`config.mk`:
```
export PLATFORM = sky130hd
export DESIGN_NAME = corr_readout_master
export DESIGN_NICKNAME = d
export VERILOG_FILES = /design/src/rtl/corr_readout_master.sv
export SDC_FILE = /design/constraint.sdc
export NUM_CORES = 1
export LEC_CHECK = 0
export ABC_AREA = 1
export ABC_CLOCK_PERIOD_IN_PS = 4400
export CELL_PAD_IN_SITES_DETAIL_PLACEMENT = 0
export CELL_PAD_IN_SITES_GLOBAL_PLACEMENT = 2
export CORE_UTILIZATION = 27
export CTS_BUF_LIST = sky130_fd_sc_hd__clkbuf_2 sky130_fd_sc_hd__clkbuf_4 sky130_fd_sc_hd__clkbuf_8
export CTS_CLUSTER_SIZE = 10
export DETAILED_ROUTE_END_ITERATION = 7
export GPL_ROUTABILITY_DRIVEN = 0
export PLACE_DENSITY = 0.75
export SETUP_SLACK_MARGIN = 0.3
export SLEW_MARGIN = 10
export SYNTH_ARGS = -nofsm -noshare
export SYNTH_HDL_FRONTEND = slang
export SYNTH_SLANG_ARGS = --single-unit
```
`constraint.sdc`:
```
create_clock -name clk -period 4.4 [get_ports clk]
set_input_delay 0.44 -clock clk [delete_from_list [all_inputs] [get_ports clk]]
set_output_delay 0.44 -clock clk [all_outputs]
set_load 0.01 [all_outputs]
```
`src/rtl/corr_readout_master.sv`:
```
`timescale 1ns/1ps
// corr_readout_master
// Bus master that runs one correlator acquisition and streams out the results.
// It starts the correlator and clears its sample counter, then polls
// Sample_Count until it reaches the latched target. After that it stops the
// correlator, reads the "seen" channel mask, and reads out every flagged
// channel as one beat on a valid/ready result stream.
//
// Parameters
//   POLL_GAP     idle cycles between Sample_Count polls (>= 1)
//   CHANNELS     number of correlator channels scanned (1..32)
// Ports
//   clk, rst          clock, asynchronous active-high reset
//   start, abort      run control (start ignored while busy)
//   target_count      Sample_Count threshold, latched at start
//   addr, Wdata       bus address / write data (zero when there is no access)
//   write, read       single-cycle bus strobes
//   Rdata             combinational read data, valid in the read cycle
//   out_valid/ready   result stream handshake
//   out_chan/data     result channel index and value
//   busy, done        busy outside IDLE; one-cycle completion pulse
module corr_readout_master #(
  parameter int POLL_GAP = 16,
  parameter int CHANNELS = 32
) (
  input  logic        clk,
  input  logic        rst,
  input  logic        start,
  input  logic        abort,
  input  logic [31:0] target_count,
  output logic [31:0] addr,
  output logic [31:0] Wdata,
  output logic        write,
  output logic        read,
  input  logic [31:0] Rdata,
  output logic        out_valid,
  input  logic        out_ready,
  output logic [4:0]  out_chan,
  output logic [31:0] out_data,
  output logic        busy,
  output logic        done
);

  localparam logic [31:0] ADDR_RUN  = 32'hfe00_0100;
  localparam logic [31:0] ADDR_CNT  = 32'hfe00_0104;
  localparam logic [31:0] ADDR_SEEN = 32'hfe00_0108;
  localparam logic [31:0] ADDR_DATA = 32'hfe00_0200;
  localparam logic [4:0]  LAST_CH   = 5'(CHANNELS - 1);
  localparam logic [31:0] GAP_LOAD  = 32'(POLL_GAP - 1);

  typedef enum logic [3:0] {
    IDLE, ARM, CLR, WAIT, POLL, STOP, SEEN, SCAN, RD, EMIT, DONE, ABORT
  } state_t;

  state_t      r_state;
  logic [31:0] r_addr;
  logic [31:0] r_wdata;
  logic        r_write;
  logic        r_read;
  logic        r_valid;
  logic [4:0]  r_chan;
  logic [31:0] r_data;
  logic        r_busy;
  logic        r_done;
  logic [4:0]  r_ch;
  logic [31:0] r_mask;
  logic [31:0] r_target;
  logic [31:0] r_gap;

  // Outputs are registered so that each one describes the state being
  // entered. The bus access that belongs to a state is therefore presented
  // during that state's cycle, and Rdata can be sampled at the end of it.
  // Strobes, address, write data and done default to zero each cycle, so any
  // access lasts one cycle unless the next state asks for another one.
  // Abort is checked ahead of the case statement so it wins over every normal
  // transition, including an EMIT handshake.
  always_ff @(posedge clk or posedge rst) begin
    if (rst) begin
      r_state  <= IDLE;
      r_addr   <= '0;
      r_wdata  <= '0;
      r_write  <= 1'b0;
      r_read   <= 1'b0;
      r_valid  <= 1'b0;
      r_chan   <= '0;
      r_data   <= '0;
      r_busy   <= 1'b0;
      r_done   <= 1'b0;
      r_ch     <= '0;
      r_mask   <= '0;
      r_target <= '0;
      r_gap    <= '0;
    end else begin
      r_addr  <= '0;
      r_wdata <= '0;
      r_write <= 1'b0;
      r_read  <= 1'b0;
      r_done  <= 1'b0;
      if (abort && !(r_state inside {IDLE, ABORT, DONE})) begin
        r_state <= ABORT;
        r_write <= 1'b1;
        r_addr  <= ADDR_RUN;
        r_valid <= 1'b0;
      end else begin
        case (r_state)
          IDLE: begin
            if (start) begin
              r_target <= target_count;
              r_ch     <= '0;
              r_busy   <= 1'b1;
              r_state  <= ARM;
              r_write  <= 1'b1;
              r_addr   <= ADDR_RUN;
              r_wdata  <= 32'd1;
            end
          end
          ARM: begin
            r_state <= CLR;
            r_write <= 1'b1;
            r_addr  <= ADDR_CNT;
          end
          CLR: begin
            r_state <= WAIT;
            r_gap   <= GAP_LOAD;
          end
          WAIT: begin
            if (r_gap == 32'd0) begin
              r_state <= POLL;
              r_read  <= 1'b1;
              r_addr  <= ADDR_CNT;
            end else begin
              r_gap <= r_gap - 32'd1;
            end
          end
          POLL: begin
            if (Rdata >= r_target) begin
              r_state <= STOP;
              r_write <= 1'b1;
              r_addr  <= ADDR_RUN;
            end else begin
              r_state <= WAIT;
              r_gap   <= GAP_LOAD;
            end
          end
          STOP: begin
            r_state <= SEEN;
            r_read  <= 1'b1;
            r_addr  <= ADDR_SEEN;
          end
          SEEN: begin
            r_mask  <= Rdata;
            r_state <= SCAN;
          end
          // Each channel has its own 16-byte result slot.
          SCAN: begin
            if (r_mask[r_ch]) begin
              r_state <= RD;
              r_read  <= 1'b1;
              r_addr  <= ADDR_DATA + {23'd0, r_ch, 4'd0};
            end else if (r_ch == LAST_CH) begin
              r_state <= DONE;
              r_done  <= 1'b1;
            end else begin
              r_ch <= r_ch + 5'd1;
            end
          end
          RD: begin
            r_data  <= Rdata;
            r_chan  <= r_ch;
            r_valid <= 1'b1;
            r_state <= EMIT;
          end
          EMIT: begin
            if (out_ready) begin
              r_valid <= 1'b0;
              if (r_ch == LAST_CH) begin
                r_state <= DONE;
                r_done  <= 1'b1;
              end else begin
                r_ch    <= r_ch + 5'd1;
                r_state <= SCAN;
              end
            end
          end
          DONE: begin
            r_state <= IDLE;
            r_busy  <= 1'b0;
          end
          ABORT: begin
            r_state <= IDLE;
            r_busy  <= 1'b0;
          end
          default: begin
            r_state <= IDLE;
            r_busy  <= 1'b0;
            r_valid <= 1'b0;
          end
        endcase
      end
    end
  end

  assign addr      = r_addr;
  assign Wdata     = r_wdata;
  assign write     = r_write;
  assign read      = r_read;
  assign out_valid = r_valid;
  assign out_chan  = r_chan;
  assign out_data  = r_data;
  assign busy      = r_busy;
  assign done      = r_done;

endmodule

```
==> impl_metrics.env, run 1 <==
export IMPL_peakVddDrop_v=0.000209
export IMPL_max_stage_delay_ns=0.71
export IMPL_overflow=0
export IMPL_n_antenna_cell=0
export IMPL_skew_ns=0.0104
export IMPL_period_minus_slack_ns=2.78
export IMPL_dp_cells=1645
export IMPL_drt_pass1_iterations=5
export IMPL_die_w_microns=182
export IMPL_dr_total_vias=7183
export IMPL_start_kind="flop"
export IMPL_p_per_area_nw_per_um2=579
export IMPL_cp_required_ns=4.77
export IMPL_cp_top_family="simple AND/OR/NAND/NOR gates"
export IMPL_drive_gt1_share_pct=4.31
export IMPL_synth_area_sq_um=8760
export IMPL_crit_type="flop to flop"
export IMPL_die_area_sq_um=33200
export IMPL_finalSetupTns_ns=0
export IMPL_regArea_sq_um=3930
export IMPL_max_slew_margin_pct=26.9
export IMPL_hold_path_cell_count=2
export IMPL_layout_nets=1366
export IMPL_status="complete, no violations"
export IMPL_insertion_delay_ns=0.46
export IMPL_cp_common_cell="nand2_1"
export IMPL_coreArea_sq_um=31700
export IMPL_power_total_mw=6.13
export IMPL_die_h_microns=182
export IMPL_cts_tree="built"
export IMPL_worstMarginPinSlew_ns=1.10
export IMPL_p_int_mw=3.50
export IMPL_yosys_cell_types_count=38
export IMPL_critPathSlowestCell="dfrtp_1"
export IMPL_dp_hpwl_microns=17100
export IMPL_finalMaxSlewViolations=0
export IMPL_worst_hold_path_type="flop to flop"
export IMPL_grt_setup_unrepaired="no"
export IMPL_multi_input_area_sq_um=3850
export IMPL_first_iter_violations=286
export IMPL_maxCapViolations=0
export IMPL_cts_hold_buf=0
export IMPL_cts_buffers=17
export IMPL_avgViaCountPerCell=4.28
export IMPL_p_seq_share_pct=37.0
export IMPL_fillers=3480
export IMPL_ys_seq_area_share_pct=44.8
export IMPL_grt_pass1_vias=7178
export IMPL_cp_depth=12
export IMPL_io_buffers=126
export IMPL_worst_path_buf_inv=2
export IMPL_combPwrFrac_pct=45.8
export IMPL_grt_pass1_wl_microns=38400
export IMPL_instances_no_fill=1677
export IMPL_wl_microns=23500
export IMPL_r2r_cells=12
export IMPL_timing_fmax_ghz=0.359
export IMPL_critical_path_cell_chain="clkinv_1, nor2_1, o21ai_0, nand3_1, nand3_1, nand2_1, nand2_1, nand2_1, nand2_2, nand2_1, inv_1, o21ai_0"
export IMPL_htree_levels=4
export IMPL_antenna_left=0
export IMPL_postCtsSetupRepairBufs=0
export IMPL_path_clk_slew_ns=0.09
export IMPL_wire_per_inst_microns=14.0
export IMPL_cp_max_fo=12
export IMPL_setup_violations=0
export IMPL_p_clk_share_pct=17.2
export IMPL_ys_warn_count=0
export IMPL_synth_seq_cells=157
export IMPL_leakagePower_nw=5.38
export IMPL_cts_resized=0
export IMPL_crit_path_end_kind="flop"
export IMPL_cp_arrival_ns=3.15
export IMPL_fin_area_sq_um=10600
export IMPL_layout_common_cells="nand2_1, dfrtp_1, inv_1"
export IMPL_final_common_cell="nand2_1"
export IMPL_syn_instance_count=1154
export IMPL_syn_avg_cell_area_sq_um=7.59
export IMPL_area_delta_synth_final_pct=20.6
export IMPL_antenna_found_initial=0
export IMPL_num_io_pins=175
export IMPL_cts_sinks=157
export IMPL_drc=0
export IMPL_hold_viol_final=0
export IMPL_floorplan_initialDensity_pct=27.6
export IMPL_clock_path_buffers=2
export IMPL_grt_max_degree=65
export IMPL_grt_usage_pct=14.8
export IMPL_fp_row_count=65
export IMPL_cts_root_buf="clkbuf_8"
export IMPL_post_route_period_util_pct=63.3
export IMPL_placed_cell_area_sq_um=10200
export IMPL_swShare_pct=42.9
export IMPL_switching_power_mw=2.63
export IMPL_post_route_util_pct=33.3
==> layer usage <==
metal | track usage [%] | share of wire [%] | routed length, microns | up-vias
met2 | 23.8 | 46 | 10700 | 133
li1 | - | - | - | 3708
met3 | 3.49 | 3.9 | 909 | 18
met4 | 3.63 | 1.1 | 256 | 0
met5 | 0 | 0 | 0 | -
met1 | 20.1 | 50 | 11600 | 3324
==> area by class of cell <==
type	instances	area share, %
repair buffers	132	12.6
clock inverters	13	1.03
inverters	155	5.54
well taps	402	4.76
multi-input cells	799	36.4
clock buffers	19	2.47
flip-flops and latches	157	37.2
==> stage by stage <==
step | worst slack (ns) | hold WS [ns]
floorplan | 1.97 | 0.446
global placement | 1.43 | 0.464
detailed placement | 1.33 | 0.469
CTS | 1.58 | 0.491
global route | 1.28 | 0.502
finish | 1.62 | 0.485
==> power by group through the flow <==
stage / registers [mW] / logic, mW / clock network [mW]
4_1_cts: 2.27 / 2.87 / 1.09
5_1_grt: 2.33 / 3.25 / 1.16
3_3_place_gp: 2.29 / 2.84 / 0
6_report: 2.26 / 2.81 / 1.05
3_5_place_dp: 2.29 / 2.85 / 0
2_1_floorplan: 2.27 / 1.90 / 0
==> state kept, by name (all words and copies together) (netlist names) <==
signal     flops
Wdata          1
addr           9
busy           1
done           1
out_chan       5
out_data      32
out_valid      1
r_ch           5
r_gap         32
r_mask        32
r_state        4
r_target      32
read           1
write          1
==> kinds of logic after synthesis <==
family	share of synthesized area, %
buf+inv	13.3
flops	44.8
xor+xnor	2.80
compound gates	8.52
simple gates	25.5
fa+ha+maj	5.00
other cells	0.0428
==> cell usage after synthesis, drive strengths merged <==
cell type  instances  area share, %
a21oi             15           0.86
o21a               1          0.086
o22ai              1          0.071
dfrtp            157             45
inv              154            6.6
xnor2              7           0.70
nand3             44            2.6
conb               1          0.043
o31ai              1          0.086
clkinv             1          0.043
nand3b             2           0.31
buf               69            5.8
nand2            345             15
nand4             17            1.2
clkbuf            21           0.90
nor3              12           0.80
a21o               3           0.26
nor3b              2           0.17
o211ai             2           0.17
xor2              21            2.1
a211oi             1          0.086
or2                4           0.29
ha                35            5.0
nor4               4           0.29
and2               2           0.14
nor2             111            4.9
o21ai            121            6.9
==> worst register-to-register path, delay by kind of cell, from the launching register on <==
kind                   cells  cell delay, ns
DFF                        1            0.71
AOI/OAI and AO/OA          2            0.28
and+or+nand+nor            8            1.00
buffers and inverters      2            0.71
==> path summary, 6_finish.rpt <==
kind	from	end	slack, ns
setup reg to reg	r_ch[1]	r_ch[1]	1.62
min in group asynchronous	rst	r_mask[18]	0.57
max in group asynchronous	rst	r_gap[9]	2.92
hold / removal	r_target[0]	r_target[0]	0.49
hold reg to reg	r_target[0]	r_target[0]	0.49
setup / recovery	r_ch[1]	r_ch[1]	1.62
Note: power is estimated with default switching activity, not from simulation.
==> run 2: changes to the inputs <==
- ABC_CLOCK_PERIOD_IN_PS: 4400 -> 2700
- CORE_UTILIZATION: 27 -> 30
- PLACE_DENSITY: 0.75 -> 0.79
- clock period: 4.4 -> 2.7 ns (I/O delays scaled with it)
==> impl_metrics.env, run 2 (synthesis results as in run 1) <==
export IMPL_hold_viol_final=0
export IMPL_start_kind="flop"
export IMPL_cp_top_family="simple AND/OR/NAND/NOR gates"
export IMPL_max_slew_margin_pct=48.5
export IMPL_grt_max_degree=76
export IMPL_path_clk_slew_ns=0.10
export IMPL_clock_path_buffers=2
export IMPL_cts_root_buf="clkbuf_8"
export IMPL_num_io_pins=175
export IMPL_area_delta_synth_final_pct=24.1
export IMPL_first_iter_violations=312
export IMPL_crit_type="flop to flop"
export IMPL_wire_per_inst_microns=13.5
export IMPL_cts_buffers=17
export IMPL_dp_hpwl_microns=17000
export IMPL_post_route_period_util_pct=82.8
export IMPL_htree_levels=4
export IMPL_crit_path_end_kind="flop"
export IMPL_antenna_found_initial=1
export IMPL_timing_fmax_ghz=0.447
export IMPL_n_antenna_cell=0
export IMPL_avgViaCountPerCell=4.35
export IMPL_critical_path_cell_chain="inv_2, ha_2, nand2_1, nor2_4, nand3_1, nor3_4, nand3_2, nand2_1, nand3b_4, inv_2, buf_12, nand2_1, nand2_1"
export IMPL_cts_tree="built"
export IMPL_max_stage_delay_ns=0.40
export IMPL_wl_microns=22700
export IMPL_die_w_microns=173
export IMPL_floorplan_initialDensity_pct=30.5
export IMPL_period_minus_slack_ns=2.23
export IMPL_worstMarginPinSlew_ns=0.770
export IMPL_die_area_sq_um=29900
export IMPL_cp_required_ns=3.06
export IMPL_insertion_delay_ns=0.47
export IMPL_antenna_left=0
export IMPL_fillers=3097
export IMPL_coreArea_sq_um=28700
export IMPL_cts_hold_buf=0
export IMPL_grt_pass1_wl_microns=37600
export IMPL_p_per_area_nw_per_um2=948
export IMPL_cp_max_fo=15
export IMPL_leakagePower_nw=5.52
export IMPL_final_common_cell="nand2_1"
export IMPL_finalMaxSlewViolations=0
export IMPL_drt_pass1_iterations=5
export IMPL_regArea_sq_um=3930
export IMPL_layout_nets=1385
export IMPL_die_h_microns=173
export IMPL_grt_usage_pct=15.9
export IMPL_finalSetupTns_ns=0
export IMPL_grt_pass1_vias=7240
export IMPL_dr_total_vias=7300
export IMPL_drive_gt1_share_pct=6.41
export IMPL_io_buffers=126
export IMPL_instances_no_fill=1678
export IMPL_peakVddDrop_v=0.000361
export IMPL_grt_setup_unrepaired="yes"
export IMPL_overflow=0
export IMPL_fp_row_count=62
export IMPL_multi_input_area_sq_um=3880
export IMPL_maxCapViolations=0
export IMPL_status="complete, no violations"
export IMPL_worst_hold_path_type="input port to asynchronous set/reset pin"
export IMPL_setup_violations=0
export IMPL_post_route_util_pct=37.9
export IMPL_drc=0
export IMPL_cp_common_cell="nand2_1"
export IMPL_critPathSlowestCell="dfrtp_1"
export IMPL_power_total_mw=10.3
export IMPL_skew_ns=0.0208
export IMPL_cts_sinks=157
export IMPL_cp_arrival_ns=2.60
export IMPL_worst_path_buf_inv=3
export IMPL_layout_common_cells="nand2_1, dfrtp_1, inv_1"
export IMPL_dp_cells=1644
-- run 2: per-stage QoR --
stage / hold slack (ns) / worst slack (ns) / instance area, sq um
finish: 0.279 / 0.465 / 10900
floorplan: 0.387 / 0.443 / 8940
CTS: 0.278 / 0.385 / 10800
global placement: 0.466 / 0.145 / 10400
global route: 0.314 / 0.295 / 10900
detailed placement: 0.474 / 0.0353 / 10400
-- run 2: final timing paths --
| path | slack [ns] | depth (start not counted) | startpoint | end |
|---|---|---|---|---|
| min in group clk | 0.35 | 3 | target_count[3] | r_target[3] |
| worst min register to register | 0.49 | 2 | r_mask[25] | r_mask[25] |
| max in group asynchronous | 1.81 | 3 | rst | out_data[22] |
| worst min-delay path | 0.28 | 2 | rst | r_target[21] |
| worst max register to register | 0.47 | 13 | r_gap[0] | r_gap[30] |
| worst max-delay path | 0.47 | 13 | r_gap[0] | r_gap[30] |
-- run 2: worst reg2reg max path: stages, from the launching register on --
cell	delay, ns
dfrtp_1	0.40
inv_2	0.08
ha_2	0.21
nand2_1	0.14
nor2_4	0.17
nand3_1	0.12
nor3_4	0.24
nand3_2	0.16
nand2_1	0.12
nand3b_4	0.15
inv_2	0.07
buf_12	0.15
nand2_1	0.06
nand2_1	0.05
-- run 2: report_power, final --
part | switching (mW) | leakage (nW) | internal [mW] | total [mW]
combinational | 2.81 | 3.29 | 2.04 | 4.86
sequential | 0.502 | 2.03 | 3.16 | 3.66
clock | 1.09 | 0.202 | 0.705 | 1.79
total | 4.40 | 5.52 | 5.91 | 10.3
-- run 2: per-layer routing --
metal	share of wire [%]	vias to the layer above	global-route usage [%]
li1	-	3744	-
met1	47	3416	21.0
met2	48	127	26.5
met3	4.1	11	3.47
met4	0.74	2	3.39
met5	0.057	-	0
-- run 2: what timing repair did --
| action | 4_1_cts | 5_1_grt |
|---|---|---|
| setup buffers | 0 | 2 |
| endpoints found under the setup margin | 0 | 38 |
| resized for setup | 0 | 11 |
-- run 2: layout make-up --
class | count | area share [%]
clock buffer | 17 | 2.15
sequential | 157 | 36.1
inverter | 155 | 5.43
timing repair buffer | 151 | 14.6
multi-input combinational | 799 | 35.7
tap | 384 | 4.42
clock inverter | 15 | 1.59
